**config.mk**
```make
export PLATFORM = sky130hd
export DESIGN_NAME = signed_minmax_tracker
export DESIGN_NICKNAME = d
export VERILOG_FILES = /design/src/rtl/signed_minmax_tracker_pkg.sv /design/src/rtl/signed_minmax_tracker_minmax_update.sv /design/src/rtl/signed_minmax_tracker.sv
export SDC_FILE = /design/constraint.sdc
export NUM_CORES = 1
export LEC_CHECK = 0
export CAP_MARGIN = 10
export CORE_MARGIN = 2
export CORE_UTILIZATION = 26
export DETAILED_ROUTE_END_ITERATION = 8
export GPL_TIMING_DRIVEN = 1
export SLEW_MARGIN = 20
export SYNTH_ARGS = -nofsm -noshare
export SYNTH_HDL_FRONTEND = slang
export SYNTH_SLANG_ARGS = --single-unit
export TNS_END_PERCENT = 30
```
**constraint.sdc**
```tcl
create_clock -name clk -period 5.11 [get_ports clk]
set_clock_uncertainty 0.2 [all_clocks]
set_input_delay 1.533 -clock clk [delete_from_list [all_inputs] [get_ports clk]]
set_output_delay 1.533 -clock clk [all_outputs]
set_load 0.02 [all_outputs]
```
**src/rtl/signed_minmax_tracker_pkg.sv**
```systemverilog
// Shared definitions for the signed min/max tracker: state encoding and
// default field widths.
package signed_minmax_tracker_pkg;

  localparam int DEF_WIDTH = 8;
  localparam int DEF_IDX_W = 8;

  // IDLE waits for the first beat of a frame, ACC accumulates the rest,
  // HOLD presents the frame result until the sink takes it.
  typedef enum logic [1:0] {
    ST_IDLE = 2'd0,
    ST_ACC  = 2'd1,
    ST_HOLD = 2'd2
  } state_t;

endpackage

```
**src/rtl/signed_minmax_tracker_minmax_update.sv**
```systemverilog
// Combinational min/max step: folds one new signed sample into the running
// extremes. Strict compares keep the earliest index on ties.
module minmax_update
  import signed_minmax_tracker_pkg::*;
#(
  parameter int WIDTH = DEF_WIDTH,
  parameter int IDX_W = DEF_IDX_W
) (
  input  logic signed [WIDTH-1:0] cur_min,
  input  logic signed [WIDTH-1:0] cur_max,
  input  logic        [IDX_W-1:0] cur_min_idx,
  input  logic        [IDX_W-1:0] cur_max_idx,
  input  logic        [IDX_W-1:0] idx,
  input  logic signed [WIDTH-1:0] sample,
  output logic signed [WIDTH-1:0] nxt_min,
  output logic signed [WIDTH-1:0] nxt_max,
  output logic        [IDX_W-1:0] nxt_min_idx,
  output logic        [IDX_W-1:0] nxt_max_idx
);

  // Replace an extreme only when the sample is strictly beyond it.
  always_comb begin
    nxt_min     = cur_min;
    nxt_max     = cur_max;
    nxt_min_idx = cur_min_idx;
    nxt_max_idx = cur_max_idx;
    if (sample < cur_min) begin
      nxt_min     = sample;
      nxt_min_idx = idx;
    end
    if (sample > cur_max) begin
      nxt_max     = sample;
      nxt_max_idx = idx;
    end
  end

endmodule

```
**src/rtl/signed_minmax_tracker.sv**
```systemverilog
// Framed signed min/max tracker. Accepts samples over valid/ready, tracks the
// running signed extremes with first-occurrence indices, and presents one
// result beat per frame. All m_* outputs come straight from registers.
module signed_minmax_tracker
  import signed_minmax_tracker_pkg::*;
#(
  parameter int WIDTH = DEF_WIDTH,
  parameter int IDX_W = DEF_IDX_W
) (
  input  logic                    clk,
  input  logic                    rst_n,
  input  logic                    s_valid,
  output logic                    s_ready,
  input  logic signed [WIDTH-1:0] s_data,
  input  logic                    s_last,
  output logic                    m_valid,
  input  logic                    m_ready,
  output logic signed [WIDTH-1:0] m_min,
  output logic signed [WIDTH-1:0] m_max,
  output logic        [IDX_W-1:0] m_min_idx,
  output logic        [IDX_W-1:0] m_max_idx,
  output logic        [IDX_W-1:0] m_count,
  output logic                    m_sat
);

  localparam logic [IDX_W-1:0] IDX_MAX = '1;

  // Count/index step that parks at the all-ones value.
  function automatic logic [IDX_W-1:0] sat_inc(input logic [IDX_W-1:0] v);
    return (v == IDX_MAX) ? v : v + IDX_W'(1);
  endfunction

  state_t state, state_nxt;

  logic signed [WIDTH-1:0] min_q, max_q;
  logic        [IDX_W-1:0] min_idx_q, max_idx_q, cnt_q;
  logic                    sat_q;

  logic signed [WIDTH-1:0] upd_min, upd_max;
  logic        [IDX_W-1:0] upd_min_idx, upd_max_idx;

  logic xfer;
  logic hs;

  assign xfer = s_valid && s_ready;
  assign hs   = m_valid && m_ready;

  // The sample index is the running count, saturated with it.
  minmax_update #(
    .WIDTH (WIDTH),
    .IDX_W (IDX_W)
  ) u_update (
    .cur_min     (min_q),
    .cur_max     (max_q),
    .cur_min_idx (min_idx_q),
    .cur_max_idx (max_idx_q),
    .idx         (cnt_q),
    .sample      (s_data),
    .nxt_min     (upd_min),
    .nxt_max     (upd_max),
    .nxt_min_idx (upd_min_idx),
    .nxt_max_idx (upd_max_idx)
  );

  // State register.
  always_ff @(posedge clk or negedge rst_n) begin
    if (!rst_n) begin
      state <= ST_IDLE;
    end else begin
      state <= state_nxt;
    end
  end

  // Next-state and handshake outputs; HOLD blocks new samples entirely.
  always_comb begin
    state_nxt = state;
    s_ready   = 1'b1;
    m_valid   = 1'b0;
    case (state)
      ST_IDLE: begin
        if (xfer) state_nxt = s_last ? ST_HOLD : ST_ACC;
      end
      ST_ACC: begin
        if (xfer && s_last) state_nxt = ST_HOLD;
      end
      ST_HOLD: begin
        s_ready = 1'b0;
        m_valid = 1'b1;
        if (hs) state_nxt = ST_IDLE;
      end
      default: begin
        state_nxt = ST_IDLE;
      end
    endcase
  end

  // Running extremes, indices, count and overflow flag; first beat reloads.
  always_ff @(posedge clk or negedge rst_n) begin
    if (!rst_n) begin
      min_q     <= '0;
      max_q     <= '0;
      min_idx_q <= '0;
      max_idx_q <= '0;
      cnt_q     <= '0;
      sat_q     <= 1'b0;
    end else if (xfer) begin
      if (state == ST_IDLE) begin
        min_q     <= s_data;
        max_q     <= s_data;
        min_idx_q <= '0;
        max_idx_q <= '0;
        cnt_q     <= IDX_W'(1);
        sat_q     <= 1'b0;
      end else begin
        min_q     <= upd_min;
        max_q     <= upd_max;
        min_idx_q <= upd_min_idx;
        max_idx_q <= upd_max_idx;
        cnt_q     <= sat_inc(cnt_q);
        if (cnt_q == IDX_MAX) sat_q <= 1'b1;
      end
    end
  end

  assign m_min     = min_q;
  assign m_max     = max_q;
  assign m_min_idx = min_idx_q;
  assign m_max_idx = max_idx_q;
  assign m_count   = cnt_q;
  assign m_sat     = sat_q;

endmodule
```
==> flow_summary_export.csv, run 1 <==
group,metric,value,unit
placement,portBuffers,55,
clock_tree,clock-root-buffer,"clkbuf_8",
synth,syn_area,2320,sq um
clock_tree,cts_resized,0,
synth,synth_cells,225,
finish,final_util,0.356,
worst_setup_path,cp_cell_sequence,"clkdlybuf4s50_1, ha_1, nor3b_1, a32oi_1, a311oi_4, buf_4, mux2i_1",
timing,fmax,0.257,GHz
clock_tree,cts_tree,"done",
drt,dr.pass1.iters,4,
worst_setup_path,regToRegStartpoint,"m_min[7]",
worst_setup_path,r2r_end,"m_min_idx[1]",
power_and_ir_drop,p_leak,1.31,nW
worst_hold_path,hold_start,"state[1]",
global_routing,grt_pass1_vias,1974,
drt,wl_met1,2920,um
placement,dpl_worst_slack,910,ps
finish,fin_nets,312,
job,maxCapViolCount,0,
worst_setup_path,rrSetupSlack,2580,ps
timing,setup_viol,0,
global_routing,grt_overflow,0,
timing,hold_viol,0,
drt,drtIter0Drc,95,
global_routing,grt_pass1_wl,10200,um
floorplanning,die_area,9690,sq um
drt,wl,5990,um
worst_setup_path,critical_path.startpoint,"s_data[7]",
timing,period_needed,3880,ps
synth,yosysWarnings,0,
finish,area_growth,33.1,%
synth,ys_ff_latch,43,
finish,finish.cell_count_without_fillers,391,
timing,worst_hold_slack,316,ps
floorplanning,ioPinCount,56,
finish,multi_input_area,1130,sq um
floorplanning,rows,34,
finish,fillers,912,
finish,layout-drive-gt1-share,0.0919,
placement,dp.cells,383,
timing,grt_setup_unrepaired,"no",
synth,yosysMostFrequentCell,"dfrtp_1",
clock_tree,clkTransAtPathRegs,80,ps
synth,async_flop_share,1.00,
clock_tree,clock_latency,300,ps
drt,routed-wl-met3,314,um
timing,final.setup.worst_slack,1230,ps
worst_setup_path,crit_fanout,9,
timing,drv_slew,0,
timing,min_period_over_period,0.760,
drt,ant_nets,0,
drt,top_layer_used,"met4",
finish,n_antenna_cell,0,
worst_hold_path,min_to,"state[0]",
power_and_ir_drop,peakVddDrop,0.179,mV
placement,gp_congestion,0.822,
worst_setup_path,critPathMaxStageDelay,610,ps
floorplanning,start_util,0.267,
synth,synth_top_area_share,0.464,
clock_tree,holdBufCountCts,0,
floorplanning,fp.dieW,98.4,um
synth,synthTopCellsByCount,"dfrtp_1 (43), nand2_1 (38), inv_1 (21)",
clock_tree,cts_sinks,43,
worst_setup_path,crit_slowest_cell,"a311oi_4",
worst_setup_path,endpoint_kind,"flip-flop",
synth,synth_edf_count,0,
synth,seq_area_frac_synth,0.464,
clock_tree,cts_htree_levels,2,
floorplanning,die_y,98.4,um
drt,wl_per_cell,15.3,um
synth,synthesis.nets,254,
placement,post-dp-hpwl,4310,um
drt,dr_total_vias,1898,
timing,setup_tns,0,ps
drt,drcViolationCount,0,
worst_hold_path,hold_class,"flip-flop to flip-flop",
synth,yosys.area.top_type,"dfrtp_1",
clock_tree,cts_setup_buffers,0,
floorplanning,core,8680,sq um
worst_setup_path,critPathKind,"input port to flip-flop",
clock_tree,cts_buffers,5,
power_and_ir_drop,p_per_area,497,nW/um^2
finish,seq_area,1080,sq um
drt,met2_length,2720,um
global_routing,grtUsageTotal,0.131,
global_routing,grt_max_degree,44,
synth,yosys-top-cells-area,"dfrtp_1 (46%), ha_1 (8.6%), mux2i_1 (6.9%), nand2_1 (6.2%), mux2_2 (4.4%)",
drt,vias_per_cell,4.85,
timing,relSlewSlack,0.412,
worst_setup_path,crit_arrival,3910,ps
worst_setup_path,r2r_cells,7,
synth,yosys.cell_types.count,38,
clock_tree,clockBufferDepth,2,
run_status,status,"complete, no violations",
worst_setup_path,critPathLaunchType,"input port",
global_routing,antenna_found_initial,0,
worst_setup_path,required,5130,ps
synth,avgSynthCellArea,10.3,sq um
synth,synthFlopType,"dfrtp_1",
worst_hold_path,hold_depth,1,
timing,tightest_slew,878,ps
layer usage:
layer | vias up | GRT usage
li1 | 907 | -
met1 | 922 | 0.186
met2 | 63 | 0.201
met3 | 6 | 0.0369
met4 | 0 | 0.0253
met5 | - | 0
where the power goes:
part           leakage [nW]  internal, W  switching [W]
Clock                0.0470     0.000106       0.000119
Combinational         0.703     0.000365       0.000426
Sequential            0.558     0.000438      0.0000800
cells by family (layout without fill, tap and decap cells):
| group | Yosys count | in the layout | synth area share |
|---|---|---|---|
| buf+inv | 27 | 85 | 0.0464 |
| flops | 43 | 43 | 0.464 |
| fa+ha+maj | 16 | 16 | 0.0863 |
| simple gates | 68 | 68 | 0.140 |
| compound gates | 43 | 43 | 0.139 |
| xor+xnor | 3 | 3 | 0.0113 |
| mux | 25 | 25 | 0.113 |
how the worst max path moves through the flow:
stage / end / cells past startpoint
after CTS: m_min_idx[1] / 7
after detailed placement: m_min_idx[7] / 7
after global routing: m_min_idx[1] / 7
final: m_min_idx[1] / 7
after global placement: m_max[1] / 7
after floorplan: m_max[0] / 6
critical path: cells and delay by family:
family          cells  cell delay, ps
compound gates      2             810
fa+ha+maj           1             360
buf+inv             2             780
simple gates        1             220
mux                 1             200
flip-flops by register name, summed over array words and instances, names as in the netlist:
register	cells
state	2
m_max_idx	8
m_max	8
m_sat	1
m_min	8
m_count	8
m_min_idx	8
per-stage QoR:
stage | area (sq um) | power (W)
6_report | 3090 | 0.00153
5_1_grt | 3090 | 0.00165
4_1_cts | 3070 | 0.00155
3_5_place_dp | 2980 | 0.00132
3_3_place_gp | 2980 | 0.00131
2_1_floorplan | 2320 | 0.00100
cell type report:
cell class,count,share of cell area
Clock buffer,6,0.0268
Clock inverter,1,0.00162
Inverter,21,0.0255
Multi-Input combinational cell,155,0.368
Sequential cell,43,0.349
Tap cell,108,0.0438
Timing Repair Buffer,57,0.186
layout by cell type (no fill, tap or decap), types with 2 or more instances in the layout:
| master | count |
|---|---|
| a21oi_1 | 8 |
| and3_1 | 2 |
| clkbuf_8 | 6 |
| clkdlybuf4s50_1 | 54 |
| dfrtp_1 | 43 |
| ha_1 | 16 |
| inv_1 | 21 |
| mux2_2 | 9 |
| mux2i_1 | 16 |
| nand2_1 | 38 |
| nand2b_1 | 3 |
| nand3_1 | 3 |
| nand4_1 | 3 |
| nor2_1 | 6 |
| nor3_1 | 5 |
| o211ai_1 | 8 |
| o21ai_0 | 9 |
| o31ai_1 | 7 |
| or2_2 | 2 |
| or3_1 | 2 |
| xnor2_1 | 3 |
Note: power is estimated with default switching activity, not from simulation.
==> run 2, diff against run 1 <==
- clock period: 5.11 -> 3.6 ns (I/O delays scaled with it)
==> flow_summary_export.csv, run 2 (same netlist as run 1, synthesis figures left out) <==
group,metric,value,unit
run_status,status,"complete, no violations",
worst_setup_path,crit_fanout,8,
power_and_ir_drop,p_leak,1.39,nW
floorplanning,die_area,9690,sq um
drt,dr_total_vias,1935,
placement,post-dp-hpwl,4470,um
clock_tree,cts_setup_buffers,0,
global_routing,grt_max_degree,44,
floorplanning,fp.dieW,98.4,um
floorplanning,start_util,0.267,
clock_tree,clock_latency,300,ps
clock_tree,clock-root-buffer,"clkbuf_8",
finish,final_cell_mix,"clkdlybuf4s50_1 (54), dfrtp_1 (43), nand2_1 (38)",
global_routing,antenna_found_initial,0,
floorplanning,die_y,98.4,um
global_routing,grt_pass1_vias,1958,
clock_tree,clkTransAtPathRegs,80,ps
timing,grt_setup_unrepaired,"no",
floorplanning,core,8680,sq um
timing,setup_tns,0,ps
worst_setup_path,endpoint_kind,"flip-flop",
timing,fmax,0.305,GHz
worst_setup_path,required,3590,ps
clock_tree,cts_resized,0,
global_routing,grt_pass1_wl,10100,um
timing,period_needed,3280,ps
placement,dp.cells,398,
power_and_ir_drop,p_per_area,707,nW/um^2
global_routing,grt_overflow,0,
drt,vias_per_cell,4.77,
timing,tightest_slew,688,ps
timing,relSlewSlack,0.540,
placement,portBuffers,55,
worst_setup_path,critPathKind,"input port to flip-flop",
drt,wl_per_cell,14.9,um
timing,min_period_over_period,0.910,
drt,dr.pass1.iters,4,
drt,drtIter0Drc,77,
worst_setup_path,critPathLaunchType,"input port",
clock_tree,cts_tree,"done",
floorplanning,ioPinCount,56,
finish,layout_commonest_cell,"clkdlybuf4s50_1",
floorplanning,rows,34,
global_routing,grtUsageTotal,0.130,
finish,finish.cell_count_without_fillers,406,
drt,wl,6060,um
worst_setup_path,crit_arrival,3260,ps
clock_tree,holdBufCountCts,0,
finish,n_antenna_cell,0,
finish,layout-drive-gt1-share,0.134,
timing,setup_viol,0,
clock_tree,cts_buffers,5,
timing,drv_slew,0,
job,maxCapViolCount,0,
placement,gp_congestion,0.784,
power_and_ir_drop,peakVddDrop,0.291,mV
clock_tree,cts_htree_levels,2,
clock_tree,clockBufferDepth,2,
finish,area_growth,39.3,%
timing,hold_viol,0,
clock_tree,cts_sinks,43,
worst_hold_path,hold_class,"flip-flop to flip-flop",
drt,drcViolationCount,0,
finish,fin_nets,326,
drt,ant_nets,0,
## run 2: metal layers
layer,global-route usage,up-vias,wire (um),part of all wire
met2,0.203,54,2810,0.46
met5,0,-,0,0
met4,0.0327,0,66,0.011
met3,0.0433,8,370,0.061
li1,-,935,-,-
met1,0.177,938,2820,0.47
## run 2: critical path, cell delays in order
cell	delay (ps)
clkdlybuf4s50_1	490
ha_1	340
nand4_1	150
a211o_1	290
and4b_4	220
o31ai_4	210
buf_12	160
mux2_2	320
## run 2: power by group
group	total (W)	leakage (nW)	internal [W]	switching, W
combinational	0.00120	0.779	0.000585	0.000619
clock	0.000348	0.0515	0.000175	0.000173
sequential	0.000732	0.558	0.000621	0.000111
total	0.00228	1.39	0.00138	0.000902
## run 2: final timing paths
kind	from	to	slack [ps]	cells after the start
max reg2reg	m_max[7]	m_max[0]	1150	8
max in group asynchronous	rst_n	m_min_idx[7]	2240	1
min in group asynchronous	rst_n	m_max[7]	560	1
min reg2reg	state[1]	state[0]	330	1
min	state[1]	state[0]	330	1
max	s_data[6]	m_max[0]	320	8
## run 2: per-stage QoR
| step | cell area, sq um | utilization | total power [W] | hold slack, ps | setup slack, ps |
|---|---|---|---|---|---|
| finish | 3230 | 0.372 | 0.00228 | 327 | 323 |
| global route | 3230 | 0.372 | 0.00246 | 349 | 262 |
| CTS | 3230 | 0.372 | 0.00231 | 333 | 348 |
| detailed placement | 3130 | 0.360 | 0.00195 | 315 | 7.33 |
| global placement | 3130 | 0.360 | 0.00193 | 311 | 75.8 |
| floorplan | 2320 | - | 0.00142 | 253 | 595 |
## run 2: cell type report
type | count | area (sq um)
clock buffer | 8 | 100
sequential | 43 | 1080
multi-input combinational | 155 | 1130
tap | 108 | 135
timing repair buffer | 71 | 706
inverter | 21 | 78.8
fill | 931 | 5450
